--- src/rtl/nn_stream_pkg.sv ---
// rtl/nn_stream_pkg.sv - shared types and helpers for streaming NN front-end stages
//   Provides the FILL/FULL frame state and a counter-width helper.
package nn_stream_pkg;

  typedef enum logic {
    FILL = 1'b0,
    FULL = 1'b1
  } state_e;

  // Width of a counter that indexes n slots; never narrower than one bit.
  function automatic int cnt_width(input int n);
    return (n < 2) ? 1 : $clog2(n);
  endfunction

endpackage

--- src/rtl/tensor_deserializer_if.sv ---
// rtl/tensor_deserializer_if.sv - element stream in, packed tensor out
//   s_valid/s_ready/s_data/s_last : element stream (producer -> block)
//   m_valid/m_ready/m_vec         : packed tensor (block -> consumer)
//   slave modport is the block side, master modport is the environment side.
interface tensor_deserializer_if #(
  parameter int WIDTH = 16,
  parameter int N     = 4
);
  logic                    s_valid;
  logic                    s_ready;
  logic signed [WIDTH-1:0] s_data;
  logic                    s_last;
  logic                    m_valid;
  logic                    m_ready;
  logic [N*WIDTH-1:0]      m_vec;

  modport slave (
    input  s_valid, s_data, s_last, m_ready,
    output s_ready, m_valid, m_vec
  );

  modport master (
    output s_valid, s_data, s_last, m_ready,
    input  s_ready, m_valid, m_vec
  );
endinterface

--- src/rtl/tensor_deserializer.sv ---
// rtl/tensor_deserializer.sv - packs a CH x IN_H x IN_W element stream into a flat tensor
//   clk     : rising-edge clock
//   rst     : asynchronous active-high reset
//   bus     : tensor_deserializer_if.slave (element stream in, packed tensor out)
//   err_len : one-cycle pulse when a frame's length disagrees with s_last
module tensor_deserializer
  import nn_stream_pkg::*;
#(
  parameter int CH        = 1,
  parameter int IN_H      = 2,
  parameter int IN_W      = 2,
  parameter int WIDTH     = 16,
  parameter     precision = "Q8.8"
) (
  input  logic                 clk,
  input  logic                 rst,
  tensor_deserializer_if.slave bus,
  output logic                 err_len
);

  localparam int N  = CH * IN_H * IN_W;
  localparam int CW = cnt_width(N);
  localparam int VW = N * WIDTH;
  localparam logic [CW-1:0] CNT_LAST = CW'(N - 1);

  // The fixed-point format tag only documents the data; nothing depends on it.
  if (precision == 0) begin : g_untagged
  end

  state_e          state_q, state_d;
  logic [CW-1:0]   cnt_q, cnt_d;
  logic [VW-1:0]   vec_q, vec_d;
  logic            err_q, err_d;
  logic            beat;

  always_ff @(posedge clk or posedge rst) begin
    if (rst) begin
      state_q <= FILL;
      cnt_q   <= '0;
      vec_q   <= '0;
      err_q   <= 1'b0;
    end else begin
      state_q <= state_d;
      cnt_q   <= cnt_d;
      vec_q   <= vec_d;
      err_q   <= err_d;
    end
  end

  always_comb begin
    state_d = state_q;
    cnt_d   = cnt_q;
    vec_d   = vec_q;
    err_d   = 1'b0;
    beat    = bus.s_valid && (state_q == FILL);

    if (state_q == FILL) begin
      if (beat) begin
        // Slots of a frame later discarded keep stale data; they are never
        // presented because FULL is only reached after all N writes.
        vec_d[int'(cnt_q)*WIDTH +: WIDTH] = bus.s_data;
        if (cnt_q == CNT_LAST) begin
          state_d = FULL;
          cnt_d   = '0;
          err_d   = !bus.s_last;
        end else if (bus.s_last) begin
          cnt_d = '0;
          err_d = 1'b1;
        end else begin
          cnt_d = cnt_q + CW'(1);
        end
      end
    end else begin
      if (bus.m_ready) begin
        state_d = FILL;
      end
    end
  end

  // No pass-through: s_ready stays low for the whole FULL cycle.
  assign bus.s_ready = (state_q == FILL);
  assign bus.m_valid = (state_q == FULL);
  assign bus.m_vec   = vec_q;
  assign err_len     = err_q;

endmodule

--- src/flat_wrapper.sv ---
// flat-port wrapper written by rule: the top's interface ports become plain ports
module tensor_deserializer_flat import nn_stream_pkg::*;
#(
  parameter int CH        = 1,
  parameter int IN_H      = 2,
  parameter int IN_W      = 2,
  parameter int WIDTH     = 16,
  parameter     precision = "    "
)
  (clk, rst, err_len, bus_s_valid, bus_s_data, bus_s_last, bus_m_ready, bus_s_ready, bus_m_valid, bus_m_vec);
  tensor_deserializer_if #(.WIDTH(WIDTH), .N(4)) bus_i ();
  input  logic clk;
  input  logic rst;
  output logic err_len;
  input wire logic [$bits(bus_i.s_valid)-1:0] bus_s_valid;
  input wire logic [$bits(bus_i.s_data)-1:0] bus_s_data;
  input wire logic [$bits(bus_i.s_last)-1:0] bus_s_last;
  input wire logic [$bits(bus_i.m_ready)-1:0] bus_m_ready;
  output wire logic [$bits(bus_i.s_ready)-1:0] bus_s_ready;
  output wire logic [$bits(bus_i.m_valid)-1:0] bus_m_valid;
  output wire logic [$bits(bus_i.m_vec)-1:0] bus_m_vec;
  assign bus_i.s_valid = bus_s_valid;
  assign bus_i.s_data = bus_s_data;
  assign bus_i.s_last = bus_s_last;
  assign bus_i.m_ready = bus_m_ready;
  assign bus_s_ready = bus_i.s_ready;
  assign bus_m_valid = bus_i.m_valid;
  assign bus_m_vec = bus_i.m_vec;
  tensor_deserializer #(.CH(CH), .IN_H(IN_H), .IN_W(IN_W), .WIDTH(WIDTH), .precision(precision)) u_core (.clk(clk), .rst(rst), .bus(bus_i), .err_len(err_len));
endmodule
--- config.mk ---
export PLATFORM = sky130hd
export DESIGN_NAME = tensor_deserializer_flat
export DESIGN_NICKNAME = d
export VERILOG_FILES = /design/src/rtl/nn_stream_pkg.sv /design/src/rtl/tensor_deserializer_if.sv /design/src/rtl/tensor_deserializer.sv /design/src/flat_wrapper.sv
export SDC_FILE = /design/constraint.sdc
export NUM_CORES = 1
export LEC_CHECK = 0
export ABC_AREA = 1
export CORE_MARGIN = 4
export CORE_UTILIZATION = 48
export DETAILED_ROUTE_END_ITERATION = 7
export PLACE_DENSITY = 0.8
export SLEW_MARGIN = 20
export SYNTH_ARGS = -nofsm -noshare
export SYNTH_HDL_FRONTEND = slang
export SYNTH_SLANG_ARGS = --single-unit
--- constraint.sdc ---
create_clock -name clk -period 2.67 [get_ports clk]
set_input_delay 0.267 -clock clk [delete_from_list [all_inputs] [get_ports clk]]
set_output_delay 0.267 -clock clk [all_outputs]
set_load 0.005 [all_outputs]
# Word level (Yosys, flattened, before mapping)
# Index checks and enable logic that the tools add are counted.
# Widths: inputs -> output; s select.
[classes] n_reduce_logical=3 shift=2 n_addsub=2 bitwise_logic=1 muxes=11 n_eq_ne=1
[ops] op="$bwmux 64" count=1
[ops] op="$shift 16x33->64 const A" count=1
[ops] op="$shiftx 16x33->64" count=1
[ops] op="$neg 6->33" count=1
[ops] op="$mux 1" count=8
[ops] op="$mux 2" count=2
[ops] op="$add 2x1->2 const B" count=1
[ops] op="$eq 2x2->1 const B" count=1
[ops] op="$reduce_and 2->1" count=1
[ops] op="$logic_and 1x1->1" count=1
[ops] op="$logic_not 1->1" count=1
[ops] op="$not 1->1" count=1
[word_totals] reg_bits=68 input_bits=21 word_cells=24

# Longest topological paths before layout
# Gate-level depths: netlist of the first run.
[logic_depth] ltp_word=4 depth_mapped=8

# Least setup slack after synthesis of the first run
# Ideal clock, no wire load.
[synth_path] path_type="flip-flop to flip-flop" startpoint="register u_core.cnt_q[0]" endpoint="register u_core.vec_q[48] (netlist: u_core.bus.m_vec[48])" period_less_slack_ps=1507 t_required_ps=2605 setup_slack_ps=1163 arrival_ps=1442 path_stages_with_launch=9 cell_sequence="dfrtp_1 > inv_2 > ha_1 > inv_1 > nand2_1 > nor2_4 > buf_6 > nand2_1 > nand2_1"
[synth_via] elab_chain_len=3 word_cells_on_any_way=4 cone_classes="add/sub (1); shift (2); mux (1)"
[synth_rtl] item="start, declared" line_no="tensor_deserializer.sv:31" source="logic [CW-1:0] cnt_q, cnt_d;"
[synth_rtl] item="start signal, assigned" line_no="tensor_deserializer.sv:44" source="cnt_q <= cnt_d;"
[synth_rtl] item="$neg 6->33 *" line_no="tensor_deserializer.sv:61" source="vec_d[int'(cnt_q)*WIDTH +: WIDTH] = bus.s_data;"
[synth_rtl] item="$shiftx 16x33->64 / $shift 16x33->64 (equally long branches)" line_no="tensor_deserializer.sv:61"
[synth_rtl] item="$bwmux 64 *" line_no="tensor_deserializer.sv:61"
[synth_rtl] item="end signal, assigned" line_no="tensor_deserializer.sv:45" source="vec_q <= vec_d;"
[synth_rtl] item="end, declared" line_no="tensor_deserializer.sv:32" source="logic [VW-1:0] vec_q, vec_d;"
# Mark *: on every way between the ends. The rest lies on a longest branch, timed or not.
# A chain may end at the register's enable or synchronous reset.

# Worst setup path in the final report of the first run
[layout_path] startpoint="register u_core.cnt_q[0]" endpoint="register u_core.vec_q[3] (netlist: u_core.bus.m_vec[3])"
# The elaborated chain is that of the path after synthesis.

==> qor.yml, run 1 <==
global_routing:
  grt-ovfl-total: 0
  grt_pass1_vias: 2751
  grtUsageTotal: 0.212
  grt_pass1_wl_um: 12800
  grt_max_degree: 45
  antenna_found_initial: 0
layout:
  n_antenna_cell: 0
  drive_above_1_share: 0.0610
  fin_area_um2: 4260
  final_common_cell: "nand2_1"
  syn_to_final_growth_pct: 35.7
  mostFrequentLayoutCells: "209 x nand2_1, 87 x clkdlybuf4s50_1, 68 x dfrtp_1, 48 x inv_1, 17 x nor2_1"
  finalNetCount: 514
  fin_cells: 569
worst_setup_path:
  r2r_end: "u_core.bus.m_vec[3]"
  r2r_setup_slack_ns: 0.90
  required_ns: 2.96
  r2r_cells: 8
  critPathLaunch: "u_core.cnt_q[0]"
  critical_path.startpoint_type: "flop"
  cp.arrival_ns: 2.06
  crit_type: "reg -> reg"
  crit_path_end: "u_core.bus.m_vec[3]"
  r2r_start: "u_core.cnt_q[0]"
  worstPathMaxFanout: 14
  crit_path_end_kind: "flop"
floorplanning:
  start_util: 0.495
  ios: 88
  die_y_um: 88.9
  dieArea_um2: 7900
  die_w_um: 88.9
  core_area_um2: 6350
  row_count: 29
placed_design:
  placed_cell_area_um2: 4070
  io_buffers: 87
  dp_hpwl_um: 5740
  dp_cells: 553
  gp_congestion: 0.822
synth:
  synth-seq-cells: 68
  syn-num-nets: 424
  ys_types: 17
  syn_inst: 397
  synth-seq-area-share: 0.542
  synth_warnings: 0
  avgSynthCellArea_um2: 7.91
  syn-cell-area_um2: 3140
cts:
  cts_tree: "done"
  cts_buffers: 9
  post_cts_buffers: 0
  clk_pin_slew_ns: 0.07
  hold_buffers: 0
  clockBufferDepth: 2
  clk_latency_ns: 0.34
  cts_sinks: 68
  h-tree-depth: 3
  cts-root-buf: "clkbuf_8"
  ctsResizeCount: 0
job:
  cap_violations: 0
detailed_routing:
  num_vias: 2730
  drc: 0
  drtIter0Drc: 156
  wirelength_um: 7790
  dr.pass1.iters: 4
  drtAntennaViolNets: 0
  wl_per_cell_um: 13.7
  vias_per_cell: 4.80
sta:
  fin_crit_sh: 0.664
  rsz0062_at_grt: "false"
  hold_viol_final: 0
  fmax_mhz: 564
  relSlewSlack: 0.643
  fin_skew_ns: 0.00730
  setup_viol: 0
  fin_setup_tns_ns: 0
  final_max_slew_viol_count: 0
  final.min_clock_period_ns: 1.77
  worst_pin_slew_ns: 0.535
power_and_ir_drop:
  cellPowerDensity_nw_per_um2: 802
  total_power_uw: 3420
  ir_worst_vdd_mv: 0.540
  p_leak_uw: 0.00234
run_status:
  status: "finished, final reports clean"
min_path:
  holdCritPathClass: "in -> async"
## layer usage
metal / vias up / track usage / wire length [um]
met3: 7 / 0.0525 / 508
met2: 74 / 0.332 / 3780
li1: 1350 / - / -
met4: 0 / 0.0838 / 96
met5: - / 0 / 0
met1: 1299 / 0.284 / 3410
## stage by stage
stage          utilization  hold slack [ns]  worst slack [ns]
6_report             0.672            0.283             0.897
5_1_grt              0.672            0.331             0.693
4_1_cts              0.672            0.292             0.898
3_5_place_dp         0.641            0.466             0.726
3_3_place_gp         0.641            0.461             0.755
2_1_floorplan            -            0.351             0.691
## sequential cells by signal, summed over array words and instances (netlist names)
signal and cells:
u_core.err_len 1, u_core.bus.m_valid 1, u_core.bus.m_vec 64, u_core.cnt_q 2
## power by group
part | leakage (uW) | switching, uW | total, uW | internal (uW)
Combinational | 0.00132 | 604 | 1190 | 589
Sequential | 0.000921 | 134 | 1380 | 1250
Clock | 0.0000979 | 358 | 842 | 485
## worst min path at each step
stage / startpoint / cells past startpoint / endpoint / slack [ns]
floorplan: bus_s_last / 1 / u_core.err_len / 0.35
detailed placement: u_core.bus.m_vec[61] / 2 / u_core.bus.m_vec[61] / 0.47
finish: rst / 2 / u_core.bus.m_vec[4] / 0.28
global placement: u_core.bus.m_vec[59] / 2 / u_core.bus.m_vec[59] / 0.46
CTS: rst / 2 / u_core.bus.m_vec[4] / 0.29
global route: rst / 2 / u_core.bus.m_vec[4] / 0.33
## cells in the mapped netlist, drive strengths merged
library cell  number  area (um2)
buf               10        68.8
inv               53         201
o21ai              4        20.0
nor3               6        30.0
nor2              24         133
a21oi              1        5.00
nand3             16         123
ha                 6        75.1
dfrtp             68        1700
nand2            209         785
## final cells by class
| cell class | instances | area [um2] |
|---|---|---|
| fillers | 522 | 2090 |
| flip-flops and latches | 68 | 1700 |
| multi-input cells | 266 | 1170 |
| repair buffers | 89 | 898 |
| inverters | 53 | 201 |
| clock buffers | 15 | 166 |
| well taps | 77 | 96.3 |
| clock inverters | 1 | 30.0 |
## worst max-delay path: stages (launching register included)
cell     delay, ns
dfrtp_1       0.40
inv_2         0.17
ha_1          0.47
inv_1         0.13
nor2_2        0.28
nand2_1       0.09
nand2_1       0.08
nand2_1       0.05
inv_1         0.04
## cell families (layout without fill, tap and decap cells)
logic type | after synthesis | after routing | synth area share
compound gates | 5 | 5 | 0.00796
fa+ha+maj | 6 | 6 | 0.0239
buf+inv | 63 | 158 | 0.0860
flops | 68 | 68 | 0.542
simple gates | 255 | 255 | 0.340
Power figures use the tool's default switching activity.
==> run 2: changes to the inputs <==
--- a/config.mk
+++ b/config.mk
@@ -7,9 +7,9 @@
 export LEC_CHECK = 0
 export ABC_AREA = 1
 export CORE_MARGIN = 4
-export CORE_UTILIZATION = 48
+export CORE_UTILIZATION = 43
 export DETAILED_ROUTE_END_ITERATION = 7
-export PLACE_DENSITY = 0.8
+export PLACE_DENSITY = 0.76
 export SLEW_MARGIN = 20
 export SYNTH_ARGS = -nofsm -noshare
 export SYNTH_HDL_FRONTEND = slang
==> constraint.sdc (replaced) <==
create_clock -name clk -period 1.6 [get_ports clk]
set_input_delay 0.16 -clock clk [delete_from_list [all_inputs] [get_ports clk]]
set_output_delay 0.16 -clock clk [all_outputs]
set_load 0.005 [all_outputs]
==> run 2 against run 1 <==
Effect of this change:
- fmax up 19%
- die area up 11%
- non-clock buffer count up 12
- wire length down 0.23%
- worst hold slack worse by 0.039 ns
- power up 78%
- via count down 0.95%
- largest cell class unchanged
==> qor.yml, run 2 (synthesis results as in run 1) <==
detailed_routing:
  drtAntennaViolNets: 0  # unchanged
  drtIter0Drc: 149  # -4.5%
  vias_per_cell: 4.51  # -6.1%
  drc: 0  # unchanged
  wirelength_um: 7780  # -0.23%
  wl_per_cell_um: 13.0  # -5.4%
  num_vias: 2704  # -0.95%
  dr.pass1.iters: 4  # unchanged
sta:
  final_max_slew_viol_count: 0  # unchanged
  holdWs_ns: 0.245  # -0.0388 ns
  hold_viol_final: 0  # unchanged
  relSlewSlack: 0.737  # +0.0949
  fin_skew_ns: 0.00684  # -0.000461 ns
  worst_pin_slew_ns: 0.391  # -0.145 ns
  rsz0062_at_grt: "true"
  fmax_mhz: 673  # +19%
  final.min_clock_period_ns: 1.49  # -0.287 ns
  setup_viol: 0  # unchanged
  fin_crit_sh: 0.929  # +0.265
global_routing:
  grt_pass1_vias: 2728  # -0.84%
  grt_max_degree: 69  # +53%
  grtUsageTotal: 0.192  # -0.0192
  grt_pass1_wl_um: 13300  # +3.8%
  antenna_found_initial: 0  # unchanged
  grt-ovfl-total: 0  # unchanged
layout:
  final_common_cell: "nand2_1"
  finalNetCount: 526  # +2.3%
  drive_above_1_share: 0.0893  # +0.0283
  multi_input_area_um2: 1170  # +0.21%
  mostFrequentLayoutCells: "209 x nand2_1, 87 x clkdlybuf4s50_1, 68 x dfrtp_1, 48 x inv_1, 17 x nor2_1"
  fin_cells: 600  # +5.4%
  n_antenna_cell: 0  # unchanged
  syn_to_final_growth_pct: 41.9
  seq_area_um2: 1700  # unchanged
  largest_reg_flops: 64  # unchanged
  fillers: 593  # +14%
cts:
  clockBufferDepth: 2  # unchanged
  clk_pin_slew_ns: 0.07  # about the same
  cts-root-buf: "clkbuf_8"
  hold_buffers: 0  # unchanged
  cts_tree: "done"
  cts_buffers: 9  # unchanged
  h-tree-depth: 3  # unchanged
  clk_latency_ns: 0.35  # about the same
  cts_sinks: 68  # unchanged
worst_setup_path:
  cp.arrival_ns: 1.78  # -0.28 ns
  cp_slowest_stage_delay_ns: 0.38  # -0.09 ns
  critical_path.startpoint_type: "flop"
  crit_type: "reg -> reg"
  required_ns: 1.89  # -1.07 ns
  slowest_stage: "dfrtp_1"
  path_cells: "inv_1, ha_2, inv_1, nor2_2, nand2_1, nand2_1, nand2_1, inv_1"
  crit_path_end_kind: "flop"
  critPathTopFamily: "simple AND/OR/NAND/NOR gates"
  crit_buf_inv: 3  # unchanged
  worstPathMaxFanout: 9  # -5
floorplanning:
  core_area_um2: 6940  # +9.4%
  dieArea_um2: 8740  # +11%
  row_count: 30  # +3.4%
  die_y_um: 93.5  # +5.1%
  die_w_um: 93.5  # +5.1%
  ios: 88  # unchanged
  start_util: 0.452  # -0.0423
placed_design:
  dp_hpwl_um: 5630  # -1.9%
  dp_cells: 581  # +5.1%
  io_buffers: 87  # unchanged
  gp_congestion: 0.806  # -2.0%
power_and_ir_drop:
  cellPowerDensity_nw_per_um2: 1360  # +70%
  ir_worst_vdd_mv: 0.710  # +32%
  total_power_uw: 6070  # +78%
  p_leak_uw: 0.00242  # +3.4%
min_path:
  holdCritPathClass: "in -> async"
run_status:
  status: "finished, final reports clean"
job:
  cap_violations: 0  # unchanged
run 2: cell types whose count changed in the layout (fill, tap and decap cells not counted), sizes merged:
cell      delta
clkinvlp     +1
inv          -1
buf         +12
bufinv       +2
clkbuf       -4
clkinv       +2
run 2: worst paths after layout:
kind                                       from                    to  slack [ns]  cells after the start
min reg2reg                u_core.bus.m_vec[30]  u_core.bus.m_vec[30]        0.48                      2
max reg2reg                     u_core.cnt_q[1]  u_core.bus.m_vec[15]        0.11                      8
min                                         rst  u_core.bus.m_vec[24]        0.24                      3
min in group clk                    bus_m_ready    u_core.bus.m_valid        0.37                      2
max in group asynchronous                   rst  u_core.bus.m_vec[10]        1.06                      3
max                             u_core.cnt_q[1]  u_core.bus.m_vec[15]        0.11                      8
run 2: timing repair:
item                       CTS  global route
setup endpoints to repair    1            46
pin swaps                    0             2
setup buffers                1             2
resized for setup            0             1
run 2: worst min-delay path: cells and delay by family:
kind | cells | cell delay (ns)
buffers and inverters | 3 | 0.83
run 2: routing by layer:
layer,share of wire,track usage
met1,0.49,0.272
met5,0,0
met2,0.45,0.285
met4,0.017,0.0745
met3,0.049,0.0459
run 2: report_power, final:
part	leakage, uW	internal, uW	switching, uW
Combinational	0.00138	1060	1050
Clock	0.000117	1030	643
Sequential	0.000921	2080	211
run 2: metrics by stage:
step	utilization	TNS (ns)	area [um2]	setup slack (ns)
6_report	0.642	0	4460	0.114
5_1_grt	0.642	-0.118	4460	-0.0297
3_5_place_dp	0.601	0	4180	0.0597
2_1_floorplan	-	0	3150	0.0934
4_1_cts	0.636	0	4410	0.0299
3_3_place_gp	0.601	0	4180	0.0959
run 2: area by class of cell:
cell class | count | area share
clock inverter | 5 | 0.0225
sequential | 68 | 0.382
inverter | 53 | 0.0460
timing repair buffer | 101 | 0.230
clock buffer | 11 | 0.0295
multi-input combinational | 266 | 0.263
tap | 96 | 0.0270
==> run 3: changes to the inputs <==
--- a/config.mk
+++ b/config.mk
@@ -14,3 +14,4 @@
 export SYNTH_ARGS = -nofsm -noshare
 export SYNTH_HDL_FRONTEND = slang
 export SYNTH_SLANG_ARGS = --single-unit
+export TNS_END_PERCENT = 100
==> results of run 3 <==
Final layout, timing and power as in run 2 (identical DEF).
